File: src/rtl/pipe_ctrl_pkg.sv
// pipe_ctrl shared types: FSM state encodings,
// stall vector constants and Stop/NoStop levels.
package pipe_ctrl_pkg;

  localparam logic Stop   = 1'b1;
  localparam logic NoStop = 1'b0;

  // bit k freezes stage k: 0 pc, 1 if, 2 id, 3 ex, 4 mem, 5 wb
  localparam logic [5:0] STALL_NONE =
    {NoStop, NoStop, NoStop, NoStop, NoStop, NoStop};
  localparam logic [5:0] STALL_IF =
    {NoStop, NoStop, NoStop, NoStop, Stop, Stop};
  localparam logic [5:0] STALL_ID =
    {NoStop, NoStop, NoStop, Stop, Stop, Stop};
  localparam logic [5:0] STALL_EX =
    {NoStop, NoStop, Stop, Stop, Stop, Stop};
  localparam logic [5:0] STALL_MEM =
    {NoStop, Stop, Stop, Stop, Stop, Stop};
  // front end frozen while id_ex injects bubbles
  localparam logic [5:0] STALL_FRONT =
    {NoStop, NoStop, NoStop, Stop, Stop, Stop};

  localparam int DrainW = 3;

  typedef enum logic [1:0] {
    S_RUN        = 2'd0,
    S_TRAP_FLUSH = 2'd1,
    S_HALT_DRAIN = 2'd2,
    S_HALTED     = 2'd3
  } state_e;

endpackage

File: src/rtl/pipe_ctrl_stall_encoder.sv
// Priority encoder: the oldest stage asking
// to stall freezes itself and everything younger.
module pipe_ctrl_stall_encoder
  import pipe_ctrl_pkg::*;
(
  input  logic       req_if_i,
  input  logic       req_id_i,
  input  logic       req_ex_i,
  input  logic       req_mem_i,
  output logic [5:0] stall_o
);

  // oldest requester wins
  always_comb begin
    stall_o = STALL_NONE;
    if (req_mem_i) begin
      stall_o = STALL_MEM;
    end else if (req_ex_i) begin
      stall_o = STALL_EX;
    end else if (req_id_i) begin
      stall_o = STALL_ID;
    end else if (req_if_i) begin
      stall_o = STALL_IF;
    end
  end

endmodule

File: src/rtl/pipe_ctrl.sv
// Pipeline stall/flush/redirect sequencer.
// Debug halt logic enabled by PIPE_CTRL_DEBUG_EN.
module pipe_ctrl
  import pipe_ctrl_pkg::*;
#(
  parameter logic [31:0] RESET_PC = 32'h0000_0000,
  parameter int HALT_DRAIN_CYCLES = 3
) (
  input  logic        clk_i,
  input  logic        n_rst_i,
  input  logic        stallreq_if_i,
  input  logic        stallreq_id_i,
  input  logic        stallreq_ex_i,
  input  logic        stallreq_mem_i,
  input  logic        trap_i,
  input  logic        mret_i,
  input  logic [31:0] trap_vec_i,
  input  logic [31:0] mepc_i,
  input  logic        branch_redirect_i,
  input  logic [31:0] branch_target_i,
  input  logic        dbg_halt_req_i,
  input  logic        dbg_resume_req_i,
  output logic [5:0]  stall_o,
  output logic        flush_o,
  output logic        flush_front_o,
  output logic        redirect_o,
  output logic [31:0] redirect_pc_o,
  output logic        csr_trap_we_o,
  output logic        dbg_halted_o
);

  state_e      state_q, state_d;
  logic [31:0] target_q, target_d;
  logic [5:0]  enc_stall;
  logic        trap_any;
  logic [31:0] trap_tgt;

  pipe_ctrl_stall_encoder u_stall_encoder (
    .req_if_i  (stallreq_if_i),
    .req_id_i  (stallreq_id_i),
    .req_ex_i  (stallreq_ex_i),
    .req_mem_i (stallreq_mem_i),
    .stall_o   (enc_stall)
  );

  assign trap_any = trap_i | mret_i;
  // trap outranks mret when both are flagged
  assign trap_tgt = trap_i ? trap_vec_i : mepc_i;

`ifdef PIPE_CTRL_DEBUG_EN
  logic [DrainW-1:0] cnt_q, cnt_d;
  logic              halt_go;

  assign halt_go = dbg_halt_req_i &
    ~(stallreq_if_i | stallreq_id_i |
      stallreq_ex_i | stallreq_mem_i);
  assign dbg_halted_o = (state_q == S_HALTED);
`else
  logic unused_dbg;

  assign unused_dbg = ^{dbg_halt_req_i,
    dbg_resume_req_i, 3'(HALT_DRAIN_CYCLES)};
  assign dbg_halted_o = 1'b0;
`endif

  // next state and all pipeline control outputs
  always_comb begin
    state_d       = state_q;
    target_d      = target_q;
    stall_o       = enc_stall;
    flush_o       = 1'b0;
    flush_front_o = 1'b0;
    redirect_o    = 1'b0;
    redirect_pc_o = target_q;
    csr_trap_we_o = 1'b0;
`ifdef PIPE_CTRL_DEBUG_EN
    cnt_d         = cnt_q;
`endif
    case (state_q)
      S_RUN: begin
        if (trap_any) begin
          // wait for the data bus before committing
          if (!stallreq_mem_i) begin
            stall_o  = STALL_MEM;
            state_d  = S_TRAP_FLUSH;
            target_d = trap_tgt;
          end
`ifdef PIPE_CTRL_DEBUG_EN
        end else if (halt_go) begin
          state_d = S_HALT_DRAIN;
          cnt_d   = DrainW'(HALT_DRAIN_CYCLES);
`endif
        end else if (branch_redirect_i &&
                     !enc_stall[3]) begin
          redirect_o    = 1'b1;
          flush_front_o = 1'b1;
          redirect_pc_o = branch_target_i;
        end
      end
      S_TRAP_FLUSH: begin
        flush_o       = 1'b1;
        redirect_o    = 1'b1;
        csr_trap_we_o = 1'b1;
        state_d       = S_RUN;
      end
`ifdef PIPE_CTRL_DEBUG_EN
      S_HALT_DRAIN: begin
        stall_o = STALL_FRONT;
        if (trap_any && !stallreq_mem_i) begin
          stall_o  = STALL_MEM;
          state_d  = S_TRAP_FLUSH;
          target_d = trap_tgt;
          cnt_d    = '0;
        end else if (!stallreq_mem_i) begin
          if (cnt_q <= DrainW'(1)) begin
            cnt_d   = '0;
            state_d = S_HALTED;
          end else begin
            cnt_d = cnt_q - DrainW'(1);
          end
        end
      end
      S_HALTED: begin
        stall_o = STALL_FRONT;
        if (dbg_resume_req_i) begin
          state_d = S_RUN;
        end
      end
`endif
      default: begin
        state_d = S_RUN;
      end
    endcase
  end

  // FSM state and latched redirect target
  always_ff @(posedge clk_i or negedge n_rst_i) begin
    if (!n_rst_i) begin
      state_q  <= S_RUN;
      target_q <= RESET_PC;
    end else begin
      state_q  <= state_d;
      target_q <= target_d;
    end
  end

`ifdef PIPE_CTRL_DEBUG_EN
  // halt drain counter
  always_ff @(posedge clk_i or negedge n_rst_i) begin
    if (!n_rst_i) begin
      cnt_q <= '0;
    end else begin
      cnt_q <= cnt_d;
    end
  end
`endif

endmodule

File: config.mk
export PLATFORM = sky130hd
export DESIGN_NAME = pipe_ctrl
export DESIGN_NICKNAME = d
export VERILOG_FILES = /design/src/rtl/pipe_ctrl_pkg.sv /design/src/rtl/pipe_ctrl_stall_encoder.sv /design/src/rtl/pipe_ctrl.sv
export SDC_FILE = /design/constraint.sdc
export NUM_CORES = 1
export LEC_CHECK = 0
export CAP_MARGIN = 30
export CORE_MARGIN = 2
export CORE_UTILIZATION = 39
export CTS_CLUSTER_DIAMETER = 80
export DETAILED_ROUTE_END_ITERATION = 6
export GPL_TIMING_DRIVEN = 0
export PLACE_DENSITY = 0.86
export SYNTH_ARGS = -nofsm -noshare
export SYNTH_HDL_FRONTEND = slang
export SYNTH_SLANG_ARGS = --single-unit
File: constraint.sdc
create_clock -name clk_i -period 2.4 [get_ports clk_i]
set_clock_uncertainty 0.05 [all_clocks]
set_input_delay 0.48 -clock clk_i [delete_from_list [all_inputs] [get_ports clk_i]]
set_output_delay 0.48 -clock clk_i [all_outputs]
set_load 0.02 [all_outputs]
==> metrics, run 1 <==
starting utilization of the core area 40.6%; post-synthesis cell type count 17; detailed-route DRC error count 0; fraction of the cycle the final worst path needs 97.7%; total via count in the routed design 1877; Die Wd 79.9 um; final antenna-violating net count 0; CP startpoint kind primary input; final hold violation count 0; largest area contributor in the netlist dfrtp_1; worst setup margin 56.1 ps; cell types with the largest area share after synthesis dfrtp_1 37%, mux2_2 34%, mux2_4 19%, buf_6 3.5%, buf_4 1.3%; Slew HR 51.4%; post-layout util 68.7%; first-pass iteration count of the detailed router 4; slew at the pin closest to its max-slew limit 730 ps; PnR Total Power 2.00 mW; buffer and inverter count on the worst path 4; sequential-to-total area share from yosys stat 36.7%; outcome complete, no violations; count leader, synth mux2_2; NumNets Final 421; share of the synthesized area in compound gates (AO/OA/AOI/OAI) 0.947%; clock-pin transition on the worst setup and hold timing paths 70 ps; antenna violations before repair 0; adder and majority gate portion of the synthesized area 0%; number of max-cap violations 0; final weighted congestion of routability-driven global placement 0.674; pre-CTS setup slack -625 ps; number of synthesized register bits 33; cell at the slowest stage of the critical path mux2_4; Cell Pwr Density 525 nW/um^2; number of flops mapped to enable cells by yosys 0; Yosys warning total 0; proportion of synthesized area in mux cells 53.0%; clock latency on the worst-skew pair 270 ps; Leakage Power 1.74 nW; detail-routed net length per standard cell 15.8 um; root buf cell clkbuf_8; Fmax 427 MHz; post-route cell area 3800 sq um; most used standard cells in the synthesized netlist 67 x mux2_2, 33 x dfrtp_1, 29 x mux2_4; Vias/cell 4.85; core footprint 5540 sq um; iteration-0 DRC count of the detailed router 34; type of the worst setup path in -> out; Area Overhead vs Synth 69.3%; CP Data Required Time 1870 ps; area fraction in and, or, nand and nor cells after synthesis 3.51%; Post-Synthesis Cell Area 2250 sq um; sort of element at the end of the critical path output pin; number of cells produced by synthesis 154; FFs w/ async S/R, synth 100%; Max Slew Vio Count 0; delay of the slowest cell on the worst path 290 ps; arrival time at the worst endpoint 1810 ps; HPWL after detailed placement 4830 um; count of pins on the block boundary 150; gate family responsible for the most delay along the worst path buffers and inverters; CTS H-tree lvls 2; via count of the first global-routing pass 1988; Hold/Removal Path Class in -> async; aggregate routed wire length 6100 um; maximum fanout count along the critical path 10; Post-CTS Hold Fix Bufs 0; Primary FF master, synth dfrtp_1; die height 79.9 um; combinational family with the most area after synthesis multiplexers; number of antenna repair diodes 0; total setup violations reported at the end of the flow 0; number of rows in the core area 27; cell chain of the critical path dlygate4sd2_1 -> nor2_4 -> nand4b_4 -> buf_4 -> buf_8 -> mux2_4 -> buf_2; clock period minus final worst setup slack 2340 ps; number of buffers created by CTS 5; largest voltage drop on the vdd net 0.000311 V; TritonCTS clock tree built; XOR/XNOR Fraction of Synth Area 0%; buffer depth of the longest clock path 2; maximum number of pins on one net before global-route repair 34; die area 6380 sq um; Clock Sinks 33; global-route usage over all layers 18.7%; grt total ovfl 0; wire length of the first global-routing pass 9250 um; Buffers on Ports 144; placement-stage cell area 3780 sq um; RSZ-0062 raised after global routing false; TNS Setup 0 ps; proportion of layout cells with a drive suffix above 1 51.7%; fraction of synthesized cell area taken by the top area cell type 36.7%; average size of a mapped cell 14.6 sq um
-- final timing paths --
| path | startpoint | endpoint | slack, ps | cells past startpoint |
|---|---|---|---|---|
| max | stallreq_ex_i | redirect_pc_o[24] | 60 | 7 |
| min | n_rst_i | target_q[4] | 210 | 1 |
| max reg2reg | state_q[0] | target_q[26] | 830 | 3 |
| min reg2reg | target_q[25] | target_q[25] | 460 | 1 |
| max in group asynchronous | n_rst_i | target_q[1] | 1620 | 1 |
| min in group clk_i | target_q[25] | target_q[25] | 460 | 1 |
-- registers in the layout, indices dropped and copies added (netlist names) --
signal,count
target_q,32
state_q,1
-- final cells by class --
| cell class | instances | area (sq um) |
|---|---|---|
| timing repair buffer | 152 | 1360 |
| buffer | 14 | 145 |
| tap | 72 | 90.1 |
| fill | 450 | 1740 |
| multi-input combinational | 107 | 1300 |
| inverter | 1 | 3.75 |
| sequential | 33 | 826 |
| clock buffer | 8 | 80.1 |
-- per-stage QoR --
stage	hold WS, ps	instances
finish	208	387
global route	277	387
CTS	240	387
detailed placement	446	371
global placement	433	371
floorplan	134	155
-- power by group --
group | switching (mW) | internal, mW
logic | 0.350 | 0.525
registers | 0.0607 | 0.669
clock network | 0.188 | 0.206
total | 0.599 | 1.40
-- kinds of logic (layout without fill, tap and decap cells) --
logic type,after synthesis,after routing
buf+inv,15,175
compound gates,3,3
other cells,1,2
flops,33,33
mux,96,96
simple gates,6,6
-- layer usage --
metal	up-vias	wire [um]	global-route usage, %
met3	15	464	5.43
met5	-	0	0
met1	909	2160	19.5
met4	0	150	6.95
li1	872	-	-
met2	81	3330	35.1
-- cells in the final DEF, fill, tap and decap left out --
master,count
or2_2,1
dfrtp_1,33
clkbuf_1,3
buf_2,36
nor3_4,1
clkdlybuf4s50_1,103
o21bai_1,1
dlygate4sd2_1,7
bufbuf_16,1
buf_8,1
buf_4,10
o21ai_1,1
a31o_2,1
mux2_2,67
nor2_4,1
inv_1,1
nor2_8,1
or3_1,1
clkbuf_8,5
buf_6,5
clkdlybuf4s15_2,1
buf_12,2
conb_1,2
nand4b_4,1
mux2_4,29
-- what timing repair did --
| action | CTS | global route |
|---|---|---|
| gates cloned | 1 | 0 |
| pin swaps | 3 | 1 |
| gates resized for setup | 143 | 3 |
| endpoints found under the setup margin | 39 | 3 |
| setup buffers | 7 | 0 |
(Power assumes the default switching activity.)
==> run 2, diff against run 1 <==
--- a/config.mk
+++ b/config.mk
@@ -12,6 +12,7 @@
 export DETAILED_ROUTE_END_ITERATION = 6
 export GPL_TIMING_DRIVEN = 0
 export PLACE_DENSITY = 0.86
+export SLEW_MARGIN = 20
 export SYNTH_ARGS = -nofsm -noshare
 export SYNTH_HDL_FRONTEND = slang
 export SYNTH_SLANG_ARGS = --single-unit
==> run 2 against run 1 <==
Against the previous run:
- utilization rose by 0.84 points
- critical path depth unchanged
- non-clock buffer count is the same
- fmax grew 0.47%
- sequential power about the same
- first-iteration DRC count did not move
- critical path type unchanged
- die area did not move
- worst setup slack improved by 11 ps
- combinational power increased by 1%
- via count down 0.64%
- cell area grew 1.2%
- final cell count did not move
==> metrics, run 2 (synthesis gave the netlist of run 1 again) <==
count of pins on the block boundary 150; Area Overhead vs Synth 71.4%; Combinational Power Share 44.2%; largest voltage drop on the vdd net 0.000425 V; Die Wd 79.9 um; final std cells w/o fill 387; final weighted congestion of routability-driven global placement 0.674; Fmax 429 MHz; RSZ-0062 raised after global routing false; clock latency on the worst-skew pair 270 ps; final hold violation count 0; grt total ovfl 0; TritonCTS clock tree built; final antenna-violating net count 0; internal power 1.40 mW; r2r endpoint target_q[1]; switching component of the power 596 uW; GRT met1 Usage 21.0%; worst hold margin 70.6 ps; CP startpoint kind primary input; number of antenna repair diodes 0; placement-stage cell area 3800 sq um; maximum fanout count along the critical path 10; Clock Sinks 33; flip-flop and latch area 826 sq um; clock-pin transition on the worst setup and hold timing paths 60 ps; part of the total power dissipated in sequential elements 36.5%; die area 6380 sq um; Cell Pwr Density 520 nW/um^2; slack of the worst reg-to-reg path 800 ps; area used by multi-input combinational logic 1300 sq um; Max Slew Vio Count 0; Post-CTS Hold Fix Bufs 0; number of rows in the core area 27; number of buffers created by CTS 5; most common library cell in the layout ignoring fill and taps clkdlybuf4s50_1; maximum number of pins on one net before global-route repair 21; TNS Setup 0 ps; # fillers 462; pre-CTS setup slack -618 ps; number of cells on the worst reg-to-reg path 3; global-route usage over all layers 19.3%; Buffers on Ports 144; total setup violations reported at the end of the flow 0; root buf cell clkbuf_8; total via count in the routed design 1865; Hold/Removal Path Class in -> async; number of flip-flops in the largest register 32; via count of the first global-routing pass 1971; die height 79.9 um; register containing the most flip-flops in the final layout target_q; outcome complete, no violations; arrival time at the worst endpoint 1800 ps; busiest layer in global routing met2; core footprint 5540 sq um; starting utilization of the core area 40.6%; Leakage Power 1.77 nW; type of the worst setup path in -> out; largest registers target_q (32), state_q (1); number of max-cap violations 0; antenna violations before repair 0; wire length of the first global-routing pass 9490 um; buffer depth of the longest clock path 2; detail-routed net length per standard cell 16.2 um; met2 track demand over resource in global routing 36.8%; HPWL after detailed placement 4930 um; first-pass iteration count of the detailed router 4; clock period minus final worst setup slack 2330 ps; iteration-0 DRC count of the detailed router 34; proportion of layout cells with a drive suffix above 1 52.1%; sort of element at the end of the critical path output pin; switching part of the total power 29.8%; detailed-route DRC error count 0; aggregate routed wire length 6280 um; placed cell count 372; beginning of the worst register-to-register path state_q[0]; Vias/cell 4.82; fraction of the cycle the final worst path needs 97.2%; commonest cells after routing, fill and taps aside 102 x clkdlybuf4s50_1, 67 x mux2_2, 36 x buf_2; CTS H-tree lvls 2; GR met3 Demand/Resource 4.86%; Clock Power Share 19.3%; post-route cell area 3850 sq um; worst setup margin 67.0 ps; NumNets Final 421; CP Data Required Time 1870 ps
run 2: cell count changes in the layout (fill, tap and decap cells not counted), moves of 2 or more:
cell,before,now
buf_4,10,8
clkbuf_2,0,2
buf_12,2,4
buf_16,0,2
run 2: cell type report:
class / instances / share of cell area [%]
Inverter: 1 / 0.0975
Multi-Input combinational cell: 107 / 33.8
Sequential cell: 33 / 21.4
Tap cell: 72 / 2.34
Timing Repair Buffer: 152 / 36.3
Clock buffer: 8 / 2.08
Buffer: 14 / 3.90
run 2: power by group through the flow:
stage,sequential (mW),combinational [mW],clock (mW)
global placement,0.732,0.976,0
CTS,0.731,0.893,0.405
floorplan,0.720,0.539,0
finish,0.730,0.884,0.387
global route,0.746,0.938,0.428
detailed placement,0.742,0.997,0
run 2: per-layer routing:
layer / share of wire, % / wire length [um]
met2: 55 / 3450
met4: 1.6 / 99
met1: 36 / 2270
met3: 7.3 / 461
met5: 0 / 0
run 2: how the worst max path moves through the flow:
stage	start	end	slack, ps	depth (start not counted)
5_1_grt	stallreq_ex_i	redirect_pc_o[24]	10	7
6_report	stallreq_ex_i	redirect_pc_o[24]	70	7
2_1_floorplan	trap_i	stall_o[1]	170	5
4_1_cts	mret_i	stall_o[1]	8	7
3_3_place_gp	stallreq_mem_i	redirect_pc_o[20]	-600	6
3_5_place_dp	stallreq_mem_i	redirect_pc_o[20]	-620	6
run 2: per-stage QoR:
step | total power, mW | util [%]
after global routing | 2.11 | 69.5
after floorplan | 1.26 | -
after detailed placement | 1.74 | 68.7
final | 2.00 | 69.5
after CTS | 2.03 | 69.6
after global placement | 1.71 | 68.3
run 2: what timing repair did:
action | 4_1_cts | 5_1_grt
buffers inserted | 5 | 0
resized for setup | 147 | 3
gates cloned | 2 | 0
setup endpoints to repair | 39 | 35
pin swaps | 3 | 1
run 2: worst max-delay path, stage by stage:
cell and delay [ps]:
dlygate4sd2_1 260, nor2_4 150, nand4b_4 140, buf_12 170, buf_12 150, mux2_4 290
buf_2 160
==> run 3, diff against run 2 <==
--- a/config.mk
+++ b/config.mk
@@ -6,7 +6,6 @@
 export NUM_CORES = 1
 export LEC_CHECK = 0
 export CAP_MARGIN = 30
-export CORE_MARGIN = 2
 export CORE_UTILIZATION = 39
 export CTS_CLUSTER_DIAMETER = 80
 export DETAILED_ROUTE_END_ITERATION = 6
==> run 3 against run 2 <==
Against the previous run:
- fmax decreased by 0.24%
- highest routed layer unchanged
- routed wire length fell by 7.5%
- critical path depth unchanged
==> metrics, run 3 (synthesis gave the netlist of run 1 again) <==
TritonCTS clock tree built; startpoint of the worst setup timing path stallreq_mem_i; Area Overhead vs Synth 72.4%; r2r endpoint target_q[3]; global-route usage over all layers 19.9%; buffer depth of the longest clock path 2; largest registers target_q (32), state_q (1); Buffers on Ports 144; clock period minus final worst setup slack 2340 ps; count of pins on the block boundary 150; final weighted congestion of routability-driven global placement 0.668; fraction of the cycle the final worst path needs 97.4%; Fmax 428 MHz; starting utilization of the core area 40.6%; maximum number of pins on one net before global-route repair 19; Leakage Power 1.78 nW; HPWL after detailed placement 4570 um; CP Data Required Time 1870 ps; CP startpoint kind primary input; Die Wd 77.9 um; clock latency on the worst-skew pair 270 ps; wire length of the first global-routing pass 9400 um; Cell Pwr Density 532 nW/um^2; grt total ovfl 0; die height 77.9 um; total setup violations reported at the end of the flow 0; RSZ-0062 raised after global routing false; number of flip-flops in the largest register 32; proportion of layout cells with a drive suffix above 1 52.5%; worst hold margin 101 ps; beginning of the worst register-to-register path state_q[0]; detailed-route DRC error count 0; Clock Sinks 33; outcome complete, no violations; arrival time at the worst endpoint 1810 ps; largest voltage drop on the vdd net 0.000317 V; Hold/Removal Path Class in -> async; total via count in the routed design 1818; root buf cell clkbuf_8; number of rows in the core area 27; final antenna-violating net count 0; commonest cells after routing, fill and taps aside 102 x clkdlybuf4s50_1, 67 x mux2_2, 35 x buf_2; antenna violations before repair 0; number of antenna repair diodes 0; maximum fanout count along the critical path 10; most common library cell in the layout ignoring fill and taps clkdlybuf4s50_1; iteration-0 DRC count of the detailed router 31; detail-routed net length per standard cell 15.0 um; # fillers 438; clock-pin transition on the worst setup and hold timing paths 60 ps; core footprint 5540 sq um; worst setup margin 61.4 ps; slack of the worst reg-to-reg path 810 ps; via count of the first global-routing pass 1956; first-pass iteration count of the detailed router 2; type of the worst setup path in -> out; die area 6070 sq um; Post-CTS Hold Fix Bufs 0; Max Slew Vio Count 0; pre-CTS setup slack -590 ps; number of cells on the worst reg-to-reg path 3; register containing the most flip-flops in the final layout target_q; flip-flop and latch area 826 sq um; sort of element at the end of the critical path output pin; NumNets Final 420; number of max-cap violations 0; CTS H-tree lvls 2; area used by multi-input combinational logic 1300 sq um; number of buffers created by CTS 5; Vias/cell 4.71; final hold violation count 0; aggregate routed wire length 5800 um
## run 3: changes by cell type in the layout (fill, tap and decap cells not counted), sizes merged
cell,previous run,this run
clkinv,0,1
buf,54,53
clkdlybuf4s15,0,2
dlygate4sd2,6,7
clkbuf,10,7
dlymetal6s2s,1,0
## run 3: area by class of cell
type | count | area share (%)
Clock buffer | 7 | 2.49
Sequential cell | 33 | 21.3
Multi-Input combinational cell | 107 | 33.6
Buffer | 14 | 3.87
Clock inverter | 1 | 0.129
Tap cell | 72 | 2.32
Inverter | 1 | 0.0969
Timing Repair Buffer | 151 | 36.2
## run 3: worst max-delay path by stage
stage / to
after global routing: redirect_pc_o[26]
after detailed placement: redirect_pc_o[4]
final: redirect_pc_o[21]
after global placement: redirect_pc_o[1]
after floorplan: stall_o[1]
after CTS: stall_o[1]
## run 3: where the power goes
| group | internal (mW) | leakage (nW) | total (mW) | switching, mW |
|---|---|---|---|---|
| registers | 0.668 | 0.388 | 0.728 | 0.0596 |
| clock network | 0.259 | 0.0542 | 0.452 | 0.192 |
| logic | 0.531 | 1.34 | 0.882 | 0.351 |
| total | 1.46 | 1.78 | 2.06 | 0.603 |
## run 3: layer usage
| layer | global-route usage [%] | wire length (um) |
|---|---|---|
| met1 | 22.9 | 2260 |
| met2 | 36.8 | 3070 |
| met3 | 4.94 | 434 |
| met4 | 5.00 | 39 |
| met5 | 0 | 0 |
## run 3: repair_timing
| item | 4_1_cts | 5_1_grt |
|---|---|---|
| endpoints found under the setup margin | 39 | 23 |
| cloned | 2 | 0 |
| resized for setup | 148 | 2 |
| buffers inserted | 4 | 0 |
| pin swaps | 3 | 1 |
## run 3: through the flow
| step | TNS (ps) | std cells | util (%) | total power [mW] | instance area (sq um) |
|---|---|---|---|---|---|
| 3_3_place_gp | -19910 | 371 | 68.3 | 1.71 | 3780 |
| 4_1_cts | 0 | 386 | 69.9 | 2.09 | 3870 |
| 6_report | 0 | 386 | 69.9 | 2.06 | 3870 |
| 3_5_place_dp | -19800 | 372 | 68.7 | 1.73 | 3800 |
| 2_1_floorplan | 0 | 155 | - | 1.26 | 2250 |
| 5_1_grt | 0 | 386 | 69.9 | 2.18 | 3870 |
## run 3: critical path: stages
cell	delay (ps)
clkdlybuf4s15_1	250
nor2_4	160
nand4b_4	140
buf_12	170
buf_12	150
mux2_4	290
buf_2	160
